--- src/rtl/yapp_chan_pkg.sv ---
// Shared types for the YAPP channel receiver: FSM states, header layout, FIFO entry layout.
// No logic and no timing of its own.
package yapp_chan_pkg;

    localparam int MAX_LEN = 63;

    typedef enum logic [1:0] {
        IDLE    = 2'd0,
        PAYLOAD = 2'd1,
        PARITY  = 2'd2,
        ABORT   = 2'd3
    } state_e;

    typedef struct packed {
        logic [5:0] len;
        logic [1:0] addr;
    } hdr_t;

    typedef struct packed {
        logic       eop;
        logic [7:0] dat;
    } entry_t;

    localparam entry_t RESYNC_ENTRY = '{eop: 1'b1, dat: 8'h00};

endpackage

--- src/rtl/yapp_chan_rx_if.sv ---
// Router-facing byte channel, FIFO read port and packet status of one YAPP receive channel.
// slave = receiver view, master = router/reader view.
interface yapp_chan_rx_if;

    logic [7:0]  data;
    logic        data_vld;
    logic        suspend;
    logic        rd_en;
    logic [8:0]  rd_data;
    logic        rd_empty;
    logic        pkt_done;
    logic [5:0]  pkt_len;
    logic        pkt_par_err;
    logic        pkt_addr_err;
    logic        pkt_abort;
    logic [15:0] pkt_count;
    logic [15:0] err_count;
    logic        overflow;

    modport slave (
        input  data, data_vld, rd_en,
        output suspend, rd_data, rd_empty, pkt_done, pkt_len, pkt_par_err,
               pkt_addr_err, pkt_abort, pkt_count, err_count, overflow
    );

    modport master (
        output data, data_vld, rd_en,
        input  suspend, rd_data, rd_empty, pkt_done, pkt_len, pkt_par_err,
               pkt_addr_err, pkt_abort, pkt_count, err_count, overflow
    );

endinterface

--- src/rtl/yapp_sync_fifo.sv ---
// Show-ahead synchronous FIFO; written data readable the next cycle.
// Writes while full and reads while empty are dropped; the caller throttles via count_o.
module yapp_sync_fifo #(
    parameter int WIDTH = 9,
    parameter int DEPTH = 64
) (
    input  logic                     clock,
    input  logic                     reset,
    input  logic                     wr_en_i,
    input  logic [WIDTH-1:0]         wr_dat_i,
    input  logic                     rd_en_i,
    output logic [WIDTH-1:0]         rd_dat_o,
    output logic                     empty_o,
    output logic                     full_o,
    output logic [$clog2(DEPTH):0]   count_o
);

    localparam int AW = $clog2(DEPTH);

    logic [WIDTH-1:0] mem_q [DEPTH];
    logic [AW-1:0]    wr_ptr_q, rd_ptr_q;
    logic [AW:0]      count_q;
    logic             wr_fire, rd_fire;

    assign empty_o  = (count_q == '0);
    assign full_o   = (count_q == (AW+1)'(DEPTH));
    assign count_o  = count_q;
    assign rd_dat_o = mem_q[rd_ptr_q];
    assign wr_fire  = wr_en_i && !full_o;
    assign rd_fire  = rd_en_i && !empty_o;

    always_ff @(posedge clock) begin
        if (wr_fire) begin
            mem_q[wr_ptr_q] <= wr_dat_i;
        end
    end

    // Pointers are power-of-2 wide, so wrap mod DEPTH falls out of the arithmetic.
    always_ff @(posedge clock) begin
        if (reset) begin
            wr_ptr_q <= '0;
            rd_ptr_q <= '0;
            count_q  <= '0;
        end else begin
            if (wr_fire) wr_ptr_q <= wr_ptr_q + AW'(1);
            if (rd_fire) rd_ptr_q <= rd_ptr_q + AW'(1);
            if (wr_fire && !rd_fire)      count_q <= count_q + (AW+1)'(1);
            else if (rd_fire && !wr_fire) count_q <= count_q - (AW+1)'(1);
        end
    end

endmodule

--- src/rtl/yapp_chan_rx.sv ---
// YAPP channel receiver: parses header/payload/parity, buffers bytes with eop marks, counts packets.
// Byte accepted same cycle it is seen; suspend is registered and asserts at <= SUSP_MARGIN free entries.
module yapp_chan_rx
    import yapp_chan_pkg::*;
#(
    parameter int         DEPTH       = 64,
    parameter logic [1:0] CHAN_ADDR   = 2'd0,
    parameter int         SUSP_MARGIN = 4,
    parameter int         TIMEOUT     = 255
) (
    input  logic           clock,
    input  logic           reset,
    yapp_chan_rx_if.slave  chan
);

    localparam int CW = $clog2(DEPTH) + 1;
    localparam int TW = $clog2(TIMEOUT + 1);

    state_e      state_q;
    hdr_t        hdr_q;
    logic [5:0]  rem_q;
    logic [7:0]  par_q;
    logic [TW-1:0] idle_q;
    logic        suspend_q, overflow_q, pkt_done_q;
    logic [5:0]  pkt_len_q;
    logic        pkt_par_err_q, pkt_addr_err_q, pkt_abort_q;
    logic [15:0] pkt_count_q, err_count_q;

    logic          accept, fifo_full, fifo_empty, wr_en, wr_fire, rd_fire;
    logic [8:0]    wr_dat;
    logic [CW-1:0] fifo_cnt, cnt_d;
    logic          in_pkt, idle_cyc, timeout_hit, ovf_accept, to_abort, suspend_d;
    logic          fin_vld, fin_par, fin_abort, fin_addr;

    assign accept      = chan.data_vld && !suspend_q;
    assign in_pkt      = (state_q == PAYLOAD) || (state_q == PARITY);
    assign idle_cyc    = in_pkt && !chan.data_vld && !suspend_q;
    assign timeout_hit = idle_cyc && (idle_q == TW'(TIMEOUT - 1));
    assign ovf_accept  = accept && fifo_full && (state_q != ABORT);
    assign to_abort    = ovf_accept || timeout_hit || ((state_q == ABORT) && fifo_full);
    assign fin_addr    = (hdr_q.addr != CHAN_ADDR);

    always_comb begin
        wr_en     = 1'b0;
        wr_dat    = {1'b0, chan.data};
        fin_vld   = 1'b0;
        fin_par   = 1'b0;
        fin_abort = 1'b0;
        if (state_q == ABORT) begin
            wr_en     = !fifo_full;
            wr_dat    = RESYNC_ENTRY;
            fin_vld   = !fifo_full;
            fin_abort = 1'b1;
        end else if (accept) begin
            wr_en  = 1'b1;
            wr_dat = {state_q == PARITY, chan.data};
            if (state_q == PARITY && !fifo_full) begin
                fin_vld = 1'b1;
                fin_par = (chan.data != par_q);
            end
        end
    end

    assign wr_fire = wr_en && !fifo_full;
    assign rd_fire = chan.rd_en && !fifo_empty;

    always_comb begin
        cnt_d = fifo_cnt;
        if (wr_fire && !rd_fire)      cnt_d = fifo_cnt + CW'(1);
        else if (rd_fire && !wr_fire) cnt_d = fifo_cnt - CW'(1);
    end

    // Suspend also covers the ABORT cycle so the resync entry never competes with a router byte.
    assign suspend_d = ((DEPTH - int'(cnt_d)) <= SUSP_MARGIN) || to_abort;

    always_ff @(posedge clock) begin
        if (reset) begin
            state_q        <= IDLE;
            hdr_q          <= '0;
            rem_q          <= '0;
            par_q          <= '0;
            idle_q         <= '0;
            suspend_q      <= 1'b0;
            overflow_q     <= 1'b0;
            pkt_done_q     <= 1'b0;
            pkt_len_q      <= '0;
            pkt_par_err_q  <= 1'b0;
            pkt_addr_err_q <= 1'b0;
            pkt_abort_q    <= 1'b0;
            pkt_count_q    <= '0;
            err_count_q    <= '0;
        end else begin
            suspend_q  <= suspend_d;
            pkt_done_q <= fin_vld;
            if (ovf_accept) overflow_q <= 1'b1;

            if (!in_pkt || accept || suspend_q || timeout_hit) idle_q <= '0;
            else if (idle_cyc)                                 idle_q <= idle_q + TW'(1);

            if (fin_vld) begin
                pkt_len_q      <= hdr_q.len;
                pkt_par_err_q  <= fin_par;
                pkt_addr_err_q <= fin_addr;
                pkt_abort_q    <= fin_abort;
                pkt_count_q    <= pkt_count_q + 16'd1;
                if (fin_par || fin_addr || fin_abort) err_count_q <= err_count_q + 16'd1;
            end

            case (state_q)
                IDLE: if (accept) begin
                    hdr_q <= hdr_t'(chan.data);
                    par_q <= chan.data;
                    rem_q <= chan.data[7:2];
                    if (ovf_accept)               state_q <= ABORT;
                    else if (chan.data[7:2] == 0) state_q <= PARITY;
                    else                          state_q <= PAYLOAD;
                end
                PAYLOAD: begin
                    if (ovf_accept || timeout_hit) state_q <= ABORT;
                    else if (accept) begin
                        par_q <= par_q ^ chan.data;
                        rem_q <= rem_q - 6'd1;
                        if (rem_q == 6'd1) state_q <= PARITY;
                    end
                end
                PARITY: begin
                    if (ovf_accept || timeout_hit) state_q <= ABORT;
                    else if (accept)               state_q <= IDLE;
                end
                ABORT: if (!fifo_full) state_q <= IDLE;
                default: state_q <= IDLE;
            endcase
        end
    end

    yapp_sync_fifo #(.WIDTH(9), .DEPTH(DEPTH)) u_fifo (
        .clock    (clock),
        .reset    (reset),
        .wr_en_i  (wr_en),
        .wr_dat_i (wr_dat),
        .rd_en_i  (chan.rd_en),
        .rd_dat_o (chan.rd_data),
        .empty_o  (fifo_empty),
        .full_o   (fifo_full),
        .count_o  (fifo_cnt)
    );

    assign chan.rd_empty     = fifo_empty;
    assign chan.suspend      = suspend_q;
    assign chan.pkt_done     = pkt_done_q;
    assign chan.pkt_len      = pkt_len_q;
    assign chan.pkt_par_err  = pkt_par_err_q;
    assign chan.pkt_addr_err = pkt_addr_err_q;
    assign chan.pkt_abort    = pkt_abort_q;
    assign chan.pkt_count    = pkt_count_q;
    assign chan.err_count    = err_count_q;
    assign chan.overflow     = overflow_q;

endmodule

--- src/flat_wrapper.sv ---
// flat-port wrapper written by rule: the top's interface ports become plain ports
module yapp_chan_rx_flat import yapp_chan_pkg::*;
#(
    parameter int         DEPTH       = 64,
    parameter logic [1:0] CHAN_ADDR   = 2'd0,
    parameter int         SUSP_MARGIN = 4,
    parameter int         TIMEOUT     = 255
)
  (clock, reset, chan_data, chan_data_vld, chan_rd_en, chan_suspend, chan_rd_data, chan_rd_empty, chan_pkt_done, chan_pkt_len, chan_pkt_par_err, chan_pkt_addr_err, chan_pkt_abort, chan_pkt_count, chan_err_count, chan_overflow);
  yapp_chan_rx_if chan_i ();
  input  logic clock;
  input  logic reset;
  input wire logic [$bits(chan_i.data)-1:0] chan_data;
  input wire logic [$bits(chan_i.data_vld)-1:0] chan_data_vld;
  input wire logic [$bits(chan_i.rd_en)-1:0] chan_rd_en;
  output wire logic [$bits(chan_i.suspend)-1:0] chan_suspend;
  output wire logic [$bits(chan_i.rd_data)-1:0] chan_rd_data;
  output wire logic [$bits(chan_i.rd_empty)-1:0] chan_rd_empty;
  output wire logic [$bits(chan_i.pkt_done)-1:0] chan_pkt_done;
  output wire logic [$bits(chan_i.pkt_len)-1:0] chan_pkt_len;
  output wire logic [$bits(chan_i.pkt_par_err)-1:0] chan_pkt_par_err;
  output wire logic [$bits(chan_i.pkt_addr_err)-1:0] chan_pkt_addr_err;
  output wire logic [$bits(chan_i.pkt_abort)-1:0] chan_pkt_abort;
  output wire logic [$bits(chan_i.pkt_count)-1:0] chan_pkt_count;
  output wire logic [$bits(chan_i.err_count)-1:0] chan_err_count;
  output wire logic [$bits(chan_i.overflow)-1:0] chan_overflow;
  assign chan_i.data = chan_data;
  assign chan_i.data_vld = chan_data_vld;
  assign chan_i.rd_en = chan_rd_en;
  assign chan_suspend = chan_i.suspend;
  assign chan_rd_data = chan_i.rd_data;
  assign chan_rd_empty = chan_i.rd_empty;
  assign chan_pkt_done = chan_i.pkt_done;
  assign chan_pkt_len = chan_i.pkt_len;
  assign chan_pkt_par_err = chan_i.pkt_par_err;
  assign chan_pkt_addr_err = chan_i.pkt_addr_err;
  assign chan_pkt_abort = chan_i.pkt_abort;
  assign chan_pkt_count = chan_i.pkt_count;
  assign chan_err_count = chan_i.err_count;
  assign chan_overflow = chan_i.overflow;
  yapp_chan_rx #(.DEPTH(DEPTH), .CHAN_ADDR(CHAN_ADDR), .SUSP_MARGIN(SUSP_MARGIN), .TIMEOUT(TIMEOUT)) u_core (.clock(clock), .reset(reset), .chan(chan_i));
endmodule
--- config.mk ---
export PLATFORM = sky130hd
export DESIGN_NAME = yapp_chan_rx_flat
export DESIGN_NICKNAME = d
export VERILOG_FILES = /design/src/rtl/yapp_chan_pkg.sv /design/src/rtl/yapp_chan_rx_if.sv /design/src/rtl/yapp_sync_fifo.sv /design/src/rtl/yapp_chan_rx.sv /design/src/flat_wrapper.sv
export SDC_FILE = /design/constraint.sdc
export NUM_CORES = 1
export LEC_CHECK = 0
export CAP_MARGIN = 10
export CORE_MARGIN = 2
export CORE_UTILIZATION = 25
export DETAILED_ROUTE_END_ITERATION = 10
export GPL_TIMING_DRIVEN = 1
export HOLD_SLACK_MARGIN = 0.03
export PLACE_DENSITY = 0.37
export SLEW_MARGIN = 30
export SYNTH_ARGS = -nofsm -noshare
export SYNTH_HDL_FRONTEND = slang
export SYNTH_SLANG_ARGS = --single-unit
export TNS_END_PERCENT = 30
--- constraint.sdc ---
create_clock -name clock -period 3.4 [get_ports clock]
set_clock_uncertainty 0.15 [all_clocks]
set_input_delay 0.68 -clock clock [delete_from_list [all_inputs] [get_ports clock]]
set_output_delay 0.68 -clock clock [all_outputs]
set_load 0.02 [all_outputs]
======== Yosys cells after proc, flatten, opt, wreduce, memory -nomap -nowiden ========
Memory sizes are Yosys's and may differ from the RTL's. A register that Yosys moved wholly into a read port is not among the register bits.
Cells that the tools add are included.
cells by class
  add/sub/neg operators ................... 9
  $lt $le $gt $ge ......................... 1
  equality and inequality tests ........... 15
  mux-type cells .......................... 35
  bitwise gates (word level) .............. 1
  reductions and logical operators ........ 38
operators with widths
  operator                                                                           count
  16-bit by 1-bit adder with 16-bit output, second input constant                    2
  32-bit by 4-bit less-or-equal comparator with 1-bit output, second input constant  1
  6-bit two-way mux                                                                  5
  8-bit two-way mux                                                                  3
  2-bit two-way mux                                                                  9
  9-bit two-way mux                                                                  2
  8-bit one-hot mux with 2 select lines                                              1
  7-bit two-way mux                                                                  2
  6-bit by 1-bit adder with 6-bit output, second input constant                      2
  1-bit logical AND                                                                  12
  6-bit one-hot mux with 2 select lines                                              1
  1-bit two-way mux                                                                  11
  1-bit logical OR                                                                   9
  8-bit by 1-bit adder with 8-bit output, second input constant                      1
  8-bit equality test, second input constant                                         1
  8-bit inequality test                                                              1
  2-bit one-hot mux with 4 select lines                                              1
  7-bit by 7-bit subtractor with 8-bit output, first input constant                  1
  8-bit XOR                                                                          1
  7-bit by 1-bit adder with 7-bit output, second input constant                      1
  7-bit equality test, second input constant                                         1
  1-bit zero test                                                                    7
  7-bit zero test                                                                    1
  7-bit by 1-bit subtractor with 7-bit output, second input constant                 1
  16 further kinds                                                                   22
word-level totals
  bits in registers ....................... 95
  RAM bits ................................ 576
  output and inout port bits .............. 54
  word-level logic and storage cells ...... 118
  memories ................................ 1
memories
  name                 words  width  read ports  clocked after memory_dff  write ports  line                  source
  u_core.u_fifo.mem_q  64     9      1           1                         1            yapp_sync_fifo.sv:20  logic [WIDTH-1:0] mem_q [DEPTH];

======== Depth between registers and ports, before layout ========
Gate-level depths: netlist of the first run.
  word-level depth ........................ 12
  depth in mapped cells ................... 10
  depth with buffers taken out ............ 8

======== Cells and area by module ========
From an unflattened synthesis of the first run, not the netlist that was laid out.
unflattened totals
  cell total of the unflattened synthesis .. 1691
  area, all modules ....................... 27647.8 um^2
by module, submodules not included
  module          times used  cells each  area each (um^2)  seq. area each (um^2)
  yapp_sync_fifo  1           1210        23677.7           17797.1
  yapp_chan_rx    1           481         3970.1            1521.5

======== Worst setup path after synthesis of the first run ========
OpenSTA, ideal clock, no wires.
  kind .................................... input to register
  from .................................... in chan_data[6]
  to ...................................... mem u_core.u_fifo.mem_q[0][6] (data pin)
  setup time .............................. 0.516 ns
  arrival ................................. 2.565 ns
  data required time ...................... 2.734 ns
  setup slack ............................. 0.169 ns
  cell stages on the path ................. 2
  cell sequence ........................... clkbuf_1 > nor2b_1
between the ends
  cells in the longest elaborated chain, start to end .. 2
ends and longest elaborated chain
  item                           line                  source
  start: declaration             flat_wrapper.sv:13    input wire logic [$bits(chan_i.data)-1:0] chan_data;
  9-bit two-way mux              yapp_chan_rx.sv:54    end else if (accept) begin
  9-bit two-way mux              yapp_chan_rx.sv:49    if (state_q == ABORT) begin
  via u_core.u_fifo.wr_dat_i[6]  yapp_sync_fifo.sv:10  input logic [WIDTH-1:0] wr_dat_i,
  end: declaration               yapp_sync_fifo.sv:20
The timed path passes the listed nets, and every way through them passes these cells.

==> reports/metrics.csv, run 1 <==
metric,value,unit
all-layer global routing usage,13.3,%
Slew @ Worst Pin,0.821,ns
DR iter-0 viols,1035,
routability cong.,0.735,
port bufs,65,
final WL,72800,um
power density over the cells,715,mW/mm^2
utilization after layout,31.6,%
leading cell types by count after synthesis,"edfxtp_1, mux4_2, nor2_1",
asr flop ratio synth,0,%
most frequent CP cell,buf_6,
fraction of layout cells with a size suffix above 1,30.2,%
vias in the first global route,15091,
Unique masters post-synth,57,
WHS,0.313,ns
Mapped Avg Cell Area,18.3,um^2
Synth top area share,64.5,%
Worst-path clk slew,0.06,ns
YS warnings,0,
largest net degree at the start of global routing,82,
Crit. End Element,output port,
Placed Instances,3012,
Vias/cell,4.47,
crit share post-route,115,%
H-tree depth,3,
post-route setup slack,-0.519,ns
status,finished with violations,
Pre-Repair DR Iteration Count,5,
maximum fanout along the worst path,4,
"Primary FF master, synth",edfxtp_1,
Slew headroom,45.0,%
Nets,1740,
FMAX,0.255,GHz
Die ar.,0.110,mm^2
first-pass GRT wire length,107000,um
fin. max-slew vios,0,
WL per Instance,22.9,um
"Req. time, crit path",2.57,ns
CP cell instances,buf_12 -> buf_16 -> buf_6 -> buf_6 -> mux4_2 -> mux4_2 -> a22oi_2 -> nand2_2 -> buf_6,
"Remaining Overflow, GRT",0,
Cells after Synth,1461,
Clock Tree Buf Depth,3,
DPL Wire Length,44400,um
"count leader, synth",edfxtp_1,
fillers,10319,
final worst path period need,3.92,ns
initial antenna violation count,1,
HP Start,u_core.idle_q[0],
# DRC,0,
RSZ-0062 raised after global routing,true,
VDD IR max,0.000306,V
syn nets,1487,
synth top area cells,"edfxtp_1, mux4_2, dfxtp_1, nor2_1, nand2_1",
Synth area leader,edfxtp_1,
register area share after synthesis,72.1,%
later-pin clock latency in the skew report,0.64,ns
maxcap violations,0,
synthesis-stage register bit count,677,
CTS tree,yes,
row count,120,
fin cells,3187,
clock sink count,677,
initial core utilization,25.1,%
worst r2r src,u_core.u_fifo.count_o[0],
"Hold Violations, Final",0,
Inserted Clock Buffers,81,
Post-synth EDFFs,576,
post-route ant nets,0,
crit path kind,register to output port,
Startpoint Class,register,
HP Class,register to register,
Die X,331,um
"Slowest-stage cell, CP",mux4_2,
# IOs,66,
cts hold-fix bufs,0,
failing checks,setup timing,
Lkg Pwr,10.8,nW
Core ar.,0.107,mm^2
critical path arrival,3.09,ns
Layout area overhead,26.0,%
die height,331,um
final setup vio count,9,
critical path's largest stage delay,0.51,ns
mapped cell area,0.0268,mm^2
Vias,14235,
Root Buffer,clkbuf_16,
cells by family (layout without fill, tap and decap cells):
family | after synthesis | in the layout | synth area share [%]
DFF | 677 | 677 | 72.1
and+or+nand+nor | 327 | 327 | 5.81
muxes | 191 | 191 | 15.5
AOI/OAI and AO/OA | 116 | 116 | 2.90
buffers and inverters | 90 | 412 | 1.50
xor gates and xnor gates | 46 | 46 | 1.50
adders and majority gates | 14 | 14 | 0.654
other | 0 | 1 | 0
metrics by stage:
step	area [um^2]	total power [mW]	TNS [ns]	setup slack, ns
2_1_floorplan	26800	12.8	0	0.169
3_3_place_gp	30500	15.0	-2.70	-0.384
3_5_place_dp	30500	15.0	-2.82	-0.337
4_1_cts	33700	24.6	-5.18	-0.590
5_1_grt	33800	25.2	-5.29	-0.658
6_report	33800	24.2	-4.47	-0.519
flip-flops by register name, summed over array words and instances, names as in the netlist, named ones only:
signal,cells
u_core.u_fifo.rd_ptr_q,6
u_core.chan.pkt_par_err,1
u_core.u_fifo.wr_ptr_q,6
u_core.par_q,8
u_core.u_fifo.mem_q,576
u_core.chan.pkt_done,1
u_core.u_fifo.count_o,7
u_core.idle_q,8
u_core.chan.pkt_addr_err,1
u_core.chan.pkt_len,6
u_core.chan.pkt_count,16
u_core.state_q,2
u_core.hdr_q,8
u_core.chan.suspend,1
u_core.rem_q,6
u_core.chan.overflow,1
u_core.chan.err_count,16
u_core.chan.pkt_abort,1
critical path, delay by kind of cell, from the launching register on:
kind                   cells  cell delay [ns]
multiplexers               2             1.02
buffers and inverters      5             0.62
flip-flops                 1             0.40
AO/OA/AOI/OAI              1             0.26
AND/OR/NAND/NOR            1             0.15
power breakdown:
group / internal (mW) / switching [mW] / total, mW
sequential: 9.40 / 0.195 / 9.59
clock: 5.21 / 3.59 / 8.81
combinational: 2.93 / 2.83 / 5.76
total: 17.5 / 6.62 / 24.2
routing by layer:
metal	GRT usage [%]	routed length, um	up-vias	share of wire, %
li1	-	-	6376	-
met1	18.3	33500	7446	46
met2	21.1	34300	310	47
met3	2.51	3400	103	4.7
met4	4.47	1700	0	2.3
met5	0	0	-	0
layout by cell type, fill, tap and decap left out, types with 21 or more instances in the layout:
| cell type | netlist | routed |
|---|---|---|
| xor2_1 | 30 | 30 |
| nor2_1 | 145 | 145 |
| edfxtp_1 | 576 | 576 |
| buf_12 | 0 | 32 |
| nand2_1 | 71 | 65 |
| clkinv_1 | 0 | 21 |
| a21oi_1 | 30 | 30 |
| dfxtp_1 | 101 | 97 |
| clkdlybuf4s50_1 | 0 | 55 |
| mux4_2 | 180 | 180 |
| clkbuf_16 | 0 | 85 |
| buf_4 | 0 | 127 |
final cells by class:
class                           count  area, um^2  share of cell area (%)
Antenna cell                        1        2.50                 0.00741
Inverter                           15        56.3                   0.167
Clock buffer                       96        2170                    6.41
Multi-Input combinational cell    694        7240                    21.4
Tap cell                         1403        1760                    5.20
Clock inverter                     56         567                    1.68
Sequential cell                   677       19300                    57.2
Timing Repair Buffer              245        2660                    7.89
path summary, 6_finish.rpt:
| path | to | slack [ns] | depth (start not counted) |
|---|---|---|---|
| worst max-delay path | chan_rd_data[7] | -0.52 | 9 |
| worst min-delay path | u_core.idle_q[0] | 0.31 | 1 |
| worst max register to register | u_core.u_fifo.mem_q[19][7] | 0.54 | 10 |
| worst min register to register | u_core.idle_q[0] | 0.31 | 1 |
repair_timing:
action	CTS	global route
endpoints found under the hold margin	0	0
pin swaps	10	11
endpoints found under the setup margin	9	10
resized for setup	77	11
setup buffers	15	0
cloned	6	2
No activity file was read; power rests on OpenSTA's default activity.
==> run 2, diff against run 1 <==
--- a/config.mk
+++ b/config.mk
@@ -9,7 +9,7 @@
 export CORE_MARGIN = 2
 export CORE_UTILIZATION = 25
 export DETAILED_ROUTE_END_ITERATION = 10
-export GPL_TIMING_DRIVEN = 1
+export GPL_TIMING_DRIVEN = 0
 export HOLD_SLACK_MARGIN = 0.03
 export PLACE_DENSITY = 0.37
 export SLEW_MARGIN = 30
==> run 2 against run 1 <==
The flow still finishes with violations (setup timing). Die area is the same. Wire length increased by 5.0%. Worst setup slack got worse by 0.15 ns. Register-to-register slack worse by 0.44 ns. Sequential share of layout area grew 0.75 points. Clock power shrank 5.0%. Critical endpoint is now chan_rd_data[3]. Largest cell class unchanged. Largest power group unchanged.
==> reports/metrics.csv, run 2 (synthesis gave the netlist of run 1 again) <==
metric,value,unit
status,finished with violations,
failing checks,setup timing,
fin cells,3124,
P_sw,6.57,mW
vias in the first global route,14997,
area of the multi-input gates,0.00752,mm^2
DP Area,0.0299,mm^2
critical path's largest stage delay,0.58,ns
Comb power frac,24.2,%
first-pass GRT wire length,111000,um
Worst-path clk slew,0.06,ns
Largest Register,u_core.u_fifo.mem_q,
utilization after layout,31.2,%
"most common cell after layout, fill and taps aside",edfxtp_1,
CP top delay family,multiplexers,
Vias/cell,4.49,
fillers,10335,
H-tree depth,3,
CTS tree,yes,
"Hold Violations, Final",0,
CP cell instances,buf_12 -> buf_16 -> buf_12 -> mux4_2 -> mux4_2 -> a22oi_2 -> nand2_1 -> buf_2,
sequential power share,40.5,%
Placed Instances,2948,
largest net degree at the start of global routing,53,
Clk pwr share,35.4,%
Net Sw Frac,27.8,%
WHS,0.200,ns
Finished Cell Area,0.0333,mm^2
routability cong.,0.747,
row count,120,
FF+latch area,0.0193,mm^2
fin. max-slew vios,0,
Slew @ Worst Pin,0.928,ns
flip-flop count of the largest register after layout,576,
cts hold-fix bufs,0,
clock sink count,677,
crit share post-route,120,%
final worst path period need,4.07,ns
Startpoint Class,register,
RSZ-0062 raised after global routing,true,
Inserted Clock Buffers,78,
# IOs,66,
FMAX,0.246,GHz
Pint,17.1,mW
final WL,76500,um
fraction of layout cells with a size suffix above 1,30.1,%
initial antenna violation count,0,
critical path arrival,3.24,ns
buffers and inverters on the worst path,4,
DPL Wire Length,51100,um
# DRC,0,
VDD IR max,0.000310,V
maxcap violations,0,
Clock Tree Buf Depth,3,
Layout area overhead,24.4,%
final setup vio count,9,
maximum fanout along the worst path,7,
all-layer global routing usage,14.0,%
power density over the cells,710,mW/mm^2
Pre-Repair DR Iteration Count,5,
Die X,331,um
Nets,1684,
post-route ant nets,0,
worst slack at placement,-2.07,ns
"Remaining Overflow, GRT",0,
Lkg Pwr,10.3,nW
die height,331,um
Vias,14041,
FF-to-FF setup slack,0.10,ns
Core ar.,0.107,mm^2
DR iter-0 viols,1024,
Crit. End Element,output port,
Slew headroom,38.2,%
"Req. time, crit path",2.57,ns
port bufs,60,
post-route setup slack,-0.668,ns
Die ar.,0.110,mm^2
HP Class,primary input to register,
"Slowest-stage cell, CP",mux4_2,
WL per Instance,24.5,um
crit path kind,register to output port,
highest-count cells in the layout ignoring fill and taps,"edfxtp_1, mux4_2, dfxtp_1, clkbuf_16, nor2_1",
initial core utilization,25.1,%
later-pin clock latency in the skew report,0.62,ns
Root Buffer,clkbuf_16,
## run 2: final timing paths
check | from | end | cells past startpoint
setup / recovery | register | chan_rd_data[3] | 8
hold / removal | reset | u_core.rem_q[0] | 2
setup reg to reg | u_core.u_fifo.count_o[0] | u_core.u_fifo.mem_q[41][0] | 9
hold reg to reg | u_core.idle_q[0] | u_core.idle_q[0] | 1
## run 2: worst register-to-register path, stage by stage, from the launching register on
cell and delay (ns):
dfxtp_1 0.41, inv_1 0.07, ha_1 0.24, and2_1 0.18, a22oi_2 0.29, clkbuf_4 0.30, nor2b_4 0.26, nand3b_1 0.35
buf_6 0.31, nor2_4 0.38
## run 2: final cells by class
cell class	instances	share of cell area, %
Sequential cell	677	58.0
Multi-Input combinational cell	694	22.6
Clock buffer	112	6.89
Tap cell	1403	5.27
Timing Repair Buffer	121	4.54
Buffer	71	1.80
Clock inverter	30	0.799
Inverter	15	0.169
Antenna cell	1	0.00751
## run 2: per-stage QoR
stage	setup TNS, ns	power, mW
final	-5.42	23.7
after floorplan	0	12.8
after global routing	-12.34	24.7
after CTS	-12.11	23.9
after detailed placement	-752.22	14.9
after global placement	-2452.32	14.7
## run 2: timing repair
action,in CTS,in global routing
setup endpoints to repair,587,218
pin swaps,13,14
buffers inserted,24,14
resized for setup,182,29
## run 2: power groups by stage
stage	clock network, mW	logic (mW)	registers (mW)
global placement	0	4.94	9.78
detailed placement	0	5.19	9.72
CTS	8.64	5.65	9.58
global route	8.94	6.12	9.60
finish	8.37	5.71	9.58
floorplan	0	3.09	9.72
## run 2: metal layers
layer | GRT usage [%] | up-vias | routed length [um]
met5 | 0 | - | 0
met4 | 3.78 | 0 | 1540
met3 | 2.05 | 89 | 2780
met2 | 23.0 | 269 | 36900
met1 | 19.3 | 7422 | 35300
li1 | - | 6261 | -
==> run 3, diff against run 2 <==
--- a/config.mk
+++ b/config.mk
@@ -5,6 +5,7 @@
 export SDC_FILE = /design/constraint.sdc
 export NUM_CORES = 1
 export LEC_CHECK = 0
+export ABC_AREA = 1
 export CAP_MARGIN = 10
 export CORE_MARGIN = 2
 export CORE_UTILIZATION = 25
@@ -16,4 +17,4 @@
 export SYNTH_ARGS = -nofsm -noshare
 export SYNTH_HDL_FRONTEND = slang
 export SYNTH_SLANG_ARGS = --single-unit
-export TNS_END_PERCENT = 30
+export TNS_END_PERCENT = 5
==> run 3 against run 2 <==
The run still ends with setup timing left. Synthesized area grew 4.4%. Clock-buffer cell count shrank 12. Utilization grew 1.1 points. Worst setup slack gained 0.32 ns. Sequential power grew 1%. Via count grew 47%. Critical path depth grew 5. Non-clock buffer count grew 67. Synthesized cell count grew 70%. Clock power grew 2%. Critical path type unchanged. Critical endpoint is now chan_rd_data[2]. Highest routed layer unchanged.
==> reports/metrics.csv, run 3 <==
metric,value,unit
status,finished with violations,
failing checks,setup timing,
maximum fanout along the worst path,10,
crit share post-route,110,%
Slew headroom,35.7,%
"Primary FF master, synth",edfxtp_1,
final setup vio count,52,
fraction of layout cells with a size suffix above 1,20.0,%
fin. max-slew vios,0,
synthesis-stage register bit count,677,
final worst path period need,3.75,ns
RSZ-0062 raised after global routing,true,
DPL Wire Length,76100,um
Cells after Synth,2488,
Mapped Avg Cell Area,11.2,um^2
post-route setup slack,-0.348,ns
CTS tree,yes,
critical path arrival,2.92,ns
initial antenna violation count,1,
maxcap violations,0,
Vias,20701,
YS warnings,0,
die height,339,um
"Remaining Overflow, GRT",0,
Startpoint Class,register,
WL per Instance,26.1,um
Root Buffer,clkbuf_16,
Vias/cell,4.88,
syn nets,2514,
Post-synth EDFFs,576,
Pre-Repair DR Iteration Count,6,
Setup crit end,chan_rd_data[2],
Clock Tree Buf Depth,3,
all-layer global routing usage,18.7,%
later-pin clock latency in the skew report,0.65,ns
"Req. time, crit path",2.57,ns
H-tree depth,3,
vias in the first global route,20559,
worst r2r src,u_core.u_fifo.count_o[0],
highest-count cells in the layout ignoring fill and taps,"edfxtp_1, nor2_1, o21ai_0, nand2_1, dfxtp_1",
asr flop ratio synth,0,%
mapped cell area,0.0280,mm^2
# IOs,66,
"most common cell after layout, fill and taps aside",edfxtp_1,
Nets,2710,
fillers,11180,
Slew @ Worst Pin,0.964,ns
HP Class,register to register,
synth top area cells,"edfxtp_1, dfxtp_1, o21ai_0, nor2_1, o22ai_1",
Die ar.,0.115,mm^2
"Hold Violations, Final",0,
flip-flop count of the largest register after layout,576,
utilization after layout,32.3,%
# DRC,0,
power density over the cells,810,mW/mm^2
FMAX,0.267,GHz
leading cell types by count after synthesis,"edfxtp_1, nor2_1, o21ai_0",
FF-to-FF End,u_core.u_fifo.mem_q[13][5],
Unique masters post-synth,50,
Worst-path clk slew,0.06,ns
final WL,111000,um
first-pass GRT wire length,154000,um
Largest Register,u_core.u_fifo.mem_q,
"count leader, synth",edfxtp_1,
Inserted Clock Buffers,80,
Crit. End Element,output port,
Core ar.,0.111,mm^2
Synth area leader,edfxtp_1,
post-route ant nets,0,
R2R cell count,10,
routability cong.,0.918,
Synth top area share,61.8,%
FF-to-FF setup slack,-0.10,ns
register area share after synthesis,69.0,%
VDD IR max,0.000346,V
initial core utilization,25.2,%
Die X,339,um
row count,122,
total power,29.0,mW
Layout area overhead,28.1,%
port bufs,64,
largest net degree at the start of global routing,38,
clock sink count,677,
crit path kind,register to output port,
DR iter-0 viols,1925,
Lkg Pwr,12.0,nW
run 3: how the worst min path moves through the flow:
| stage | start | endpoint | cells past startpoint |
|---|---|---|---|
| 5_1_grt | u_core.hdr_q[5] | u_core.hdr_q[5] | 2 |
| 2_1_floorplan | u_core.u_fifo.rd_ptr_q[5] | register | 1 |
| 3_5_place_dp | u_core.u_fifo.rd_ptr_q[5] | register | 1 |
| 4_1_cts | u_core.u_fifo.rd_ptr_q[5] | u_core.u_fifo.rd_ptr_q[5] | 1 |
| 3_3_place_gp | u_core.u_fifo.rd_ptr_q[5] | register | 1 |
| 6_report | u_core.u_fifo.rd_ptr_q[5] | register | 1 |
run 3: report_power, final:
| part | internal [mW] | switching (mW) |
|---|---|---|
| Combinational | 3.71 | 7.07 |
| Sequential | 9.51 | 0.185 |
| Clock | 5.01 | 3.55 |
| Total | 18.2 | 10.8 |
run 3: worst max-delay path, stage by stage (launching register included):
cell and delay (ns):
dfxtp_4 0.38, buf_12 0.17, buf_12 0.16, buf_12 0.16, buf_12 0.16, nor2_1 0.06
o22ai_2 0.28, nand2_1 0.13, a21oi_1 0.16, o21ai_1 0.09, nand2_2 0.14, nand2_1 0.08
nand2_2 0.12, buf_6 0.13
run 3: stage by stage:
stage | instances | setup slack, ns | hold WS (ns) | TNS [ns] | area [um^2]
after detailed placement | 4075 | -0.982 | 0.285 | -301.77 | 31500
after floorplan | 2488 | 0.467 | 0.262 | 0 | 28000
after global placement | 4040 | -3.36 | 0.278 | -1854.06 | 30500
after CTS | 4227 | -0.335 | 0.291 | -6.87 | 35200
after global routing | 4237 | -0.359 | 0.333 | -22.73 | 35800
final | 4238 | -0.348 | 0.287 | -4.69 | 35800
run 3: cells by family after synthesis:
kind of cell	share of synthesized area (%)
simple gates	12.9
flops	69.0
compound gates	12.9
buf+inv	3.72
xor+xnor	0.845
fa+ha+maj	0.626
run 3: layout make-up:
type	count	area (um^2)	area share [%]
timing repair buffer	115	1610	4.48
clock buffer	100	2150	6.00
antenna	2	5.00	0.0140
inverter	95	387	1.08
buffer	144	1460	4.08
sequential	677	19300	54.0
multi-input combinational	1571	8610	24.0
tap	1488	1860	5.20
clock inverter	46	418	1.17
run 3: routing by layer:
| layer | GRT usage (%) | part of all wire, % | vias up |
|---|---|---|---|
| met5 | 0 | 0 | - |
| li1 | - | - | 9347 |
| met4 | 6.13 | 3.1 | 0 |
| met3 | 2.81 | 6.2 | 180 |
| met2 | 30.7 | 47 | 723 |
| met1 | 25.3 | 44 | 10451 |
run 3: what timing repair did:
action                                  CTS  global route
pin swaps                                26            45
gates resized for setup                 376           168
cloned                                    1             6
hold endpoints to repair                  0             0
hold buffers                              0             0
buffers inserted                          6             3
endpoints found under the setup margin  444           322
